<file path="src/rtl/text_render_pipe.sv">
// Character-cell text renderer: font lookup, attribute/cursor/blink resolution and palette
// mapping in a fixed three-cycle pipeline kept aligned with the incoming sync/blank stream.
module text_render_pipe #(
    parameter int  CHAR_W       = 8,
    parameter int  CHAR_H       = 16,
    parameter int  CODE_W       = 8,
    parameter int  BLINK_FRAMES = 30,
    localparam int RW           = $clog2(CHAR_H),
    localparam int CW           = $clog2(CHAR_W),
    localparam int LATENCY      = 3
) (
    input  logic                 clk,
    input  logic                 rst,
    input  logic                 hsync,
    input  logic                 vsync,
    input  logic                 blank,
    input  logic [CODE_W-1:0]    char_code,
    input  logic [7:0]           attr,
    input  logic [CW-1:0]        col_px,
    input  logic [RW-1:0]        row_px,
    input  logic                 cursor_hit,
    output logic [CODE_W+RW-1:0] font_addr,
    input  logic [CHAR_W-1:0]    font_data,
    input  logic                 pal_we,
    input  logic [3:0]           pal_idx,
    input  logic [23:0]          pal_data,
    output logic [7:0]           r_out,
    output logic [7:0]           g_out,
    output logic [7:0]           b_out,
    output logic                 hsync_out,
    output logic                 vsync_out,
    output logic                 blank_out
);

    localparam int FW = (BLINK_FRAMES > 1) ? $clog2(BLINK_FRAMES) : 1;

    // Stage 1/2 side-band registers
    logic [CODE_W+RW-1:0] font_addr_reg;
    logic [7:0]           attr_s1_reg;
    logic [7:0]           attr_s2_reg;
    logic [CW-1:0]        col_s1_reg;
    logic [CW-1:0]        col_s2_reg;
    logic                 cur_s1_reg;
    logic                 cur_s2_reg;

    // Sync/blank delay lines; index k holds the value captured at edge E<k>
    logic [LATENCY:0]     hs_pipe_reg;
    logic [LATENCY:0]     vs_pipe_reg;
    logic [LATENCY:0]     bl_pipe_reg;

    // Stage 3/4 datapath
    logic [CW-1:0]        bit_sel;
    logic                 font_bit;
    logic                 pix_on;
    logic                 cursor_vis;
    logic [3:0]           idx_reg;
    logic [3:0]           idx_next;
    logic [23:0]          rgb_reg;
    logic [23:0]          rgb_next;

    // Blink timing
    logic                 vs_prev_reg;
    logic                 vs_rise;
    logic [FW-1:0]        frame_cnt_reg;
    logic [FW-1:0]        frame_cnt_next;
    logic                 blink_phase_reg;
    logic                 blink_phase_next;

    // Palette storage needs a reset image, so it lives in flops rather than RAM
    logic [15:0][23:0]    pal_entries;

    always_ff @(posedge clk) begin
        if (rst) begin
            font_addr_reg <= '0;
            attr_s1_reg   <= '0;
            attr_s2_reg   <= '0;
            col_s1_reg    <= '0;
            col_s2_reg    <= '0;
            cur_s1_reg    <= 1'b0;
            cur_s2_reg    <= 1'b0;
            hs_pipe_reg   <= '0;
            vs_pipe_reg   <= '0;
            bl_pipe_reg   <= '1;
            idx_reg       <= '0;
            rgb_reg       <= '0;
        end else begin
            font_addr_reg <= {char_code, row_px};
            attr_s1_reg   <= attr;
            attr_s2_reg   <= attr_s1_reg;
            col_s1_reg    <= col_px;
            col_s2_reg    <= col_s1_reg;
            cur_s1_reg    <= cursor_hit;
            cur_s2_reg    <= cur_s1_reg;
            hs_pipe_reg   <= {hs_pipe_reg[LATENCY-1:0], hsync};
            vs_pipe_reg   <= {vs_pipe_reg[LATENCY-1:0], vsync};
            bl_pipe_reg   <= {bl_pipe_reg[LATENCY-1:0], blank};
            idx_reg       <= idx_next;
            rgb_reg       <= rgb_next;
        end
    end

    // MSB of the font row is the leftmost pixel of the glyph
    assign bit_sel  = CW'(CHAR_W - 1) - col_s2_reg;
    assign font_bit = font_data[bit_sel];

    always_comb begin
        pix_on     = font_bit & ~(attr_s2_reg[7] & blink_phase_reg);
        cursor_vis = cur_s2_reg & ~blink_phase_reg;
        idx_next   = {1'b0, attr_s2_reg[6:4]};
        if (pix_on ^ cursor_vis) begin
            idx_next = attr_s2_reg[3:0];
        end
    end

    // Blanking is applied after the lookup so palette contents never leak out
    always_comb begin
        rgb_next = pal_entries[idx_reg];
        if (bl_pipe_reg[LATENCY-1]) begin
            rgb_next = '0;
        end
    end

    assign vs_rise = vs_pipe_reg[0] & ~vs_prev_reg;

    always_comb begin
        frame_cnt_next   = frame_cnt_reg;
        blink_phase_next = blink_phase_reg;
        if (vs_rise) begin
            if (frame_cnt_reg == FW'(BLINK_FRAMES - 1)) begin
                frame_cnt_next   = '0;
                blink_phase_next = ~blink_phase_reg;
            end else begin
                frame_cnt_next = frame_cnt_reg + 1'b1;
            end
        end
    end

    always_ff @(posedge clk) begin
        if (rst) begin
            vs_prev_reg     <= 1'b0;
            frame_cnt_reg   <= '0;
            blink_phase_reg <= 1'b0;
        end else begin
            vs_prev_reg     <= vs_pipe_reg[0];
            frame_cnt_reg   <= frame_cnt_next;
            blink_phase_reg <= blink_phase_next;
        end
    end

    generate
        for (genvar gi = 0; gi < 16; gi++) begin : g_pal
            localparam logic [7:0] GRAY = 8'(gi * 17);
            logic [23:0] entry_reg;
            always_ff @(posedge clk) begin
                if (rst) begin
                    entry_reg <= {3{GRAY}};
                end else if (pal_we && (pal_idx == 4'(gi))) begin
                    entry_reg <= pal_data;
                end
            end
            assign pal_entries[gi] = entry_reg;
        end
    endgenerate

    assign font_addr = font_addr_reg;
    assign r_out     = rgb_reg[23:16];
    assign g_out     = rgb_reg[15:8];
    assign b_out     = rgb_reg[7:0];
    assign hsync_out = hs_pipe_reg[LATENCY];
    assign vsync_out = vs_pipe_reg[LATENCY];
    assign blank_out = bl_pipe_reg[LATENCY];

endmodule

</file>
<file path="config.mk">
export PLATFORM = sky130hd
export DESIGN_NAME = text_render_pipe
export DESIGN_NICKNAME = d
export VERILOG_FILES = /design/src/rtl/text_render_pipe.sv
export SDC_FILE = /design/constraint.sdc
export NUM_CORES = 1
export LEC_CHECK = 0
export CAP_MARGIN = 25
export CORE_ASPECT_RATIO = 0.7
export CORE_MARGIN = 3
export CORE_UTILIZATION = 40
export CTS_CLUSTER_SIZE = 25
export DETAILED_ROUTE_END_ITERATION = 16
export PLACE_DENSITY = 0.61
export SETUP_SLACK_MARGIN = 0.15
export SLEW_MARGIN = 40
export SYNTH_ARGS = -nofsm -noshare
export SYNTH_HDL_FRONTEND = slang
export SYNTH_SLANG_ARGS = --single-unit
</file>
<file path="constraint.sdc">
create_clock -name clk -period 2.6 [get_ports clk]
set_input_delay 0.26 -clock clk [delete_from_list [all_inputs] [get_ports clk]]
set_output_delay 0.26 -clock clk [all_outputs]
set_load 0.02 [all_outputs]
</file>
==> results of run 1 <==
-- kinds of logic (layout without fill, tap and decap cells) --
| kind of cell | after synthesis | in the layout | synth area share [%] |
|---|---|---|---|
| and+or+nand+nor | 1058 | 1058 | 23.2 |
| DFF | 466 | 466 | 49.0 |
| AOI/OAI and AO/OA | 304 | 304 | 8.78 |
| buffers and inverters | 207 | 284 | 4.51 |
| muxes | 186 | 186 | 14.2 |
| xor gates and xnor gates | 6 | 6 | 0.276 |
| adders and majority gates | 2 | 2 | 0.131 |
| other | 0 | 3 | 0 |
-- stage by stage --
| step | std cells | total power [uW] | worst slack (ns) | utilization (%) |
|---|---|---|---|---|
| 6_report | 2921 | 16100 | 0.497 | 48.2 |
| 5_1_grt | 2921 | 16700 | 0.447 | 48.2 |
| 4_1_cts | 2918 | 16200 | 0.527 | 48.2 |
| 3_5_place_dp | 2836 | 9280 | 0.325 | 44.8 |
| 3_3_place_gp | 2836 | 9260 | 0.397 | 44.8 |
| 2_1_floorplan | 2229 | 8670 | 0.820 | - |
-- power by group through the flow --
stage                     clock (uW)  combinational, uW  sequential, uW
after floorplan                    0               1160            7510
after global placement             0               1690            7570
after detailed placement           0               1710            7570
after CTS                       7090               1720            7410
after global routing            7380               1850            7430
final                           6980               1730            7410
-- metal layers --
layer  GRT usage [%]  vias to the layer above
li1                -                     7519
met1            35.6                     7782
met2            37.3                      811
met3            5.46                      122
met4            6.07                        4
met5               0                        -
-- final cells by class --
type | instances | area (um2)
inverter | 5 | 23.8
clock inverter | 14 | 179
sequential | 466 | 9340
multi-input combinational | 1556 | 8910
clock buffer | 68 | 1410
timing repair buffer | 197 | 1890
fill | 4335 | 24200
tap | 612 | 766
antenna | 3 | 7.51
-- worst max-delay path by stage --
stage | from | to | depth (start not counted)
floorplan | col_s2_reg[1] | idx_reg[2] | 5
global placement | pal_idx[3] | g_pal[2].entry_reg[19] | 6
detailed placement | pal_idx[3] | g_pal[0].entry_reg[23] | 6
CTS | idx_reg[0] | rgb_reg[20] | 4
global route | idx_reg[0] | rgb_reg[4] | 5
finish | idx_reg[0] | rgb_reg[4] | 5
-- cell usage in the layout (no fill, tap or decap), drive strengths merged, types with 53 or more instances in the layout --
| cell type | netlist | routed |
|---|---|---|
| nor2b | 53 | 53 |
| mux4 | 62 | 62 |
| nand3 | 189 | 189 |
| clkbuf | 154 | 68 |
| nand2 | 773 | 773 |
| mux2i | 86 | 86 |
| a21oi | 212 | 212 |
| buf | 48 | 95 |
| dfxtp | 466 | 466 |
| clkdlybuf4s50 | 0 | 102 |
-- critical path, delay by kind of cell, from the launching register on --
| family | cells | cell delay [ns] |
|---|---|---|
| AOI/OAI and AO/OA | 1 | 0.17 |
| buffers and inverters | 2 | 0.44 |
| DFF | 1 | 0.49 |
| muxes | 2 | 0.82 |
==> results.md, run 1 <==
- Logic pwr share: 10.7%
- Hold depth: 2
- Critical Path Source Type: flip-flop
- Final setup fails: 0
- Pwr per Cell Area: 716 mW/mm2
- Slowest-stage cell, CP: dfxtp_4
- Largest net degree at the start of global routing: about 120
- Max reg flops: 384
- Final min period: about 2.1 ns
- Final Hold Viols: 0
- Count leader, synth: nand2_1
- Postcts setup bufs: 0
- CP arrival: between 2 and 3 ns
- Tcrit/Tclk final: around 81%
- Share of the synthesized area in the top cell type: 49.0%
- Register bit total from synthesis: 466
- Worst setup path class: reg2reg
- CTS Sinks: 466
- TritonCTS Buffers: between 40 and 50
- Synth Area per Inst: 8.55 um2
- Chip Width: 267 um
- Die height: 189 um
- Reg-to-Reg End: rgb_reg[4]
- Layout area overhead: 18.3%
- FFs w/ async S/R, synth: 0%
- DR vias: 16,200
- Post-CTS resize count: 0
- Routability cong.: 0.835
- CTS tree: built
- Worst-Skew Late Latency: 0.57 ns
- Hold_ws: about 0.076 ns
- Leakage: 0.00853 uW
- TritonRoute pass-1 iters: 6
- Commonest cells post-synth: 773 x nand2_1, 466 x dfxtp_1, 212 x a21oi_1
- Pins Over Slew Limit: 0
- Max-Cap Viols: 0
- Port bufs: 104
- Outcome: finished, final reports clean
- Yosys top cell by area: dfxtp_1
- Worst hold path class: in2reg
- Number of flops mapped to enable cells by yosys: 0
- Switching share of power: approximately a quarter
- Tot GR Track Use: 24.6%
- Register clock-pin slew on the reported worst setup and hold paths: 0.06 ns
- Unique masters post-synth: 42
- Grt ovf: 0
- Synth Cell Area: 0.0190 mm2
- Top Metal Used: met5
- DR WL/cell: 21.3 um
- Metal2 WL: 26,800 um
- Worst Tran Pin Value: 0.816 ns
- Int Pwr: between 10,000 and 15,000 uW
- Sequential share of the synthesized area: 49.0%
- Critical Path RT: between 3 and 4 ns
- Initial antenna violation count: 5
- Vias in the first global route: around 16,000
- Max FO, Critical Path: 26
- Iter 0 DRT Violations: 1,778
- Clock power frac: 43.3%
- R2R cell count: 5
- Core Area: about 0.047 mm2
- Cell Rows: 66
- Cell area after layout: roughly 0.023 mm2
- Psw: slightly below 4000 uW
- Unrepaired setup endpoints after global routing: no
- Hpwl dp: 39,000 um
- VDD IR max: 0.439 mV
- First-pass GRT wire length: 95,700 um
- Setup crit end kind: flip-flop
- Antenna-violating nets left: 0
- Nets: 2,339
- Normalized max-slew margin: 45.4%
- Main flop type after synthesis: dfxtp_1
- CTS root buf: clkbuf_16
- CTS max path bufs: 3
- Io pins: 105
- Placed cell area: 0.0209 mm2
- Syn_nets: 2,297
- Hold Crit Start: rst
- Htree depth: 2
- Critical path's largest stage delay: 0.49 ns
- Hold EP: font_addr[8]
- Drc violations: 0
- Reg power frac: 46.0%
- Starting density of the core: 40.8%
- R2R setup slack: 0.50 ns
- Worst-path cell chain: buf_12 > buf_4 > mux4_2 > mux2i_1 > a211oi_1
- Final setup TNS: 0 ns
- Max Fclk: 475 MHz
- Die area: 0.0503 mm2
- Worst flop-to-flop path startpoint: idx_reg[0]
- WL met3: 6740 um
- Yosys warning total: 0
- Largest cells by area after synthesis: dfxtp_1 49%, nand2_1 15%, mux4_2 7.3%
- Hold-fix buffers, CTS: 0
- Worst Skew: 0.0118 ns
- Via-per-instance ratio: 5.56
- Mapped Cells: 2,229
- Ratio of cells with drive above 1 in the final layout: 12.8%
- Final wirelength: 62,300 um
- M1 WL: 27,400 um
Note: power is estimated with default switching activity, not from simulation.
==> run 2, diff against run 1 <==
==> constraint.sdc (replaced) <==
create_clock -name clk -period 2 [get_ports clk]
set_input_delay 0.2 -clock clk [delete_from_list [all_inputs] [get_ports clk]]
set_output_delay 0.2 -clock clk [all_outputs]
set_load 0.02 [all_outputs]
==> run 2 against run 1 <==
Net effect:
- wire length up 2.6%
- sequential power up 30%
- register-to-register slack worse by 0.44 ns
- flip-flop and latch count unchanged
- power up 33%
- combinational power up 72%
- global-route usage down 0.098 points
- final area up 6.1%
- clock power up 27%
- non-clock buffer count up 77
- clock skew up 0.019 ns
- largest cell class unchanged
- highest routed layer unchanged
==> results.md, run 2 (synthesis gave the netlist of run 1 again) <==
- Outcome: finished, final reports clean
- Die area: 0.0503 mm2
- Antenna-violating nets left: 0
- Leakage: slightly above 0.009 uW
- Worst Skew: 0.0308 ns
- Most frequent cells in the layout: 773 x nand2_1, 462 x dfxtp_1, 197 x a21oi_1, 185 x nand3_1, 110 x buf_4
- Nets: 2,416
- VDD IR max: about 0.57 mV
- Layout area overhead: 25.5%
- Htree depth: 2
- Iter 0 DRT Violations: 1,786
- Port bufs: roughly 100
- CTS root buf: clkbuf_16
- CTS tree: built
- Most common cell after layout, fill and taps aside: nand2_1
- Io pins: 105
- Die height: 189 um
- Ratio of cells with drive above 1 in the final layout: a little under a fifth
- Pwr per Cell Area: 897 mW/mm2
- Placed cell area: approximately 0.021 mm2
- DR vias: 16,600
- Drc violations: 0
- First-pass GRT wire length: ~95,000 um
- Worst-Skew Late Latency: 0.58 ns
- Worst Tran Pin Value: 0.858 ns
- Critical Path RT: between 2 and 2.5 ns
- # fillers: 4,259
- Vias in the first global route: 16,000
- Tcrit/Tclk final: 97.3%
- Final Hold Viols: 0
- Final setup fails: 0
- TritonCTS Buffers: 45
- Tot GR Track Use: between 20 and 25%
- Critical Path Source Type: flip-flop
- Final setup TNS: 0 ns
- Via-per-instance ratio: roughly 5.5
- Core Area: around 0.047 mm2
- Cell area after layout: 0.0239 mm2
- Reg area: about 0.0093 mm2
- Max Fclk: 514 MHz
- Initial antenna violation count: 7
- Unrepaired setup endpoints after global routing: yes
- Largest net degree at the start of global routing: 136
- Normalized max-slew margin: 42.6%
- CP arrival: approximately 2.4 ns
- Worst hold path class: in2reg
- Max-Cap Viols: 0
- DR WL/cell: 21.3 um
- Final wirelength: roughly 64,000 um
- Starting density of the core: 40.8%
- Routability cong.: between 0.8 and 0.9
- Grt ovf: 0
- Register clock-pin slew on the reported worst setup and hold paths: 0.07 ns
- Setup crit end kind: flip-flop
- Final min period: 1.95 ns
- Multi-input logic area: roughly 0.0093 mm2
- Worst setup path class: reg2reg
- Worst slack, placed: -0.140 ns
- Pins Over Slew Limit: 0
- Cell Rows: 66
- Chip Width: 267 um
- Hpwl dp: 39,400 um
- Final worst slack: ~0.054 ns
- Max reg flops: 384
- CTS max path bufs: 3
- Max FO, Critical Path: 7
- Overall power: approximately 21,000 uW
- CTS Sinks: 466
- TritonRoute pass-1 iters: 5
## run 2: routing by layer
layer,up-vias,GRT usage (%),wire length (um)
met5,-,0,25
met4,4,7.35,1510
met3,107,5.60,6840
met2,791,37.3,27700
met1,7988,34.7,27900
li1,7688,-,-
## run 2: worst max-delay path, cell delays in order, from the launching register on
cell       delay [ns]
dfxtp_4          0.44
buf_6            0.16
clkbuf_16        0.17
mux4_2           0.50
mux2_4           0.29
a32o_2           0.25
## run 2: layout make-up
| cell class | instances | area share, % |
|---|---|---|
| antenna | 5 | 0.0524 |
| clock buffer | 68 | 5.75 |
| clock inverter | 11 | 0.592 |
| sequential | 466 | 39.1 |
| inverter | 5 | 0.0995 |
| multi-input combinational | 1556 | 39.0 |
| timing repair buffer | 274 | 12.2 |
| tap | 612 | 3.20 |
## run 2: power by group
part | internal, uW | total (uW) | switching, uW
registers | 9470 | 9610 | 136
clock network | 5130 | 8860 | 3730
logic | 1420 | 2970 | 1540
## run 2: worst paths after layout
check	startpoint	end	slack, ns	cells past startpoint
max reg2reg	idx_reg[0]	rgb_reg[20]	0.05	5
min	col_px[1]	col_s1_reg[1]	0.19	2
min reg2reg	bl_pipe_reg[0]	bl_pipe_reg[1]	0.41	1
max	idx_reg[0]	rgb_reg[20]	0.05	5
## run 2: what timing repair did
| item | in CTS | in global routing |
|---|---|---|
| pin swaps | 1 | 29 |
| hold endpoints to repair | 2 | 0 |
| resized for setup | 7 | 124 |
| hold buffers | 1 | 0 |
| buffers inserted | 1 | 25 |
| gates cloned | 1 | 4 |
| endpoints found under the setup margin | 13 | 27 |
## run 2: per-stage QoR
step | util (%) | hold WS (ns) | instances
final | 51.1 | 0.194 | 2997
after global routing | 51.1 | 0.173 | 2997
after CTS | 49.4 | 0.168 | 2963
after detailed placement | 46.0 | 0.394 | 2881
after global placement | 46.0 | 0.394 | 2881
after floorplan | - | 0.304 | 2229
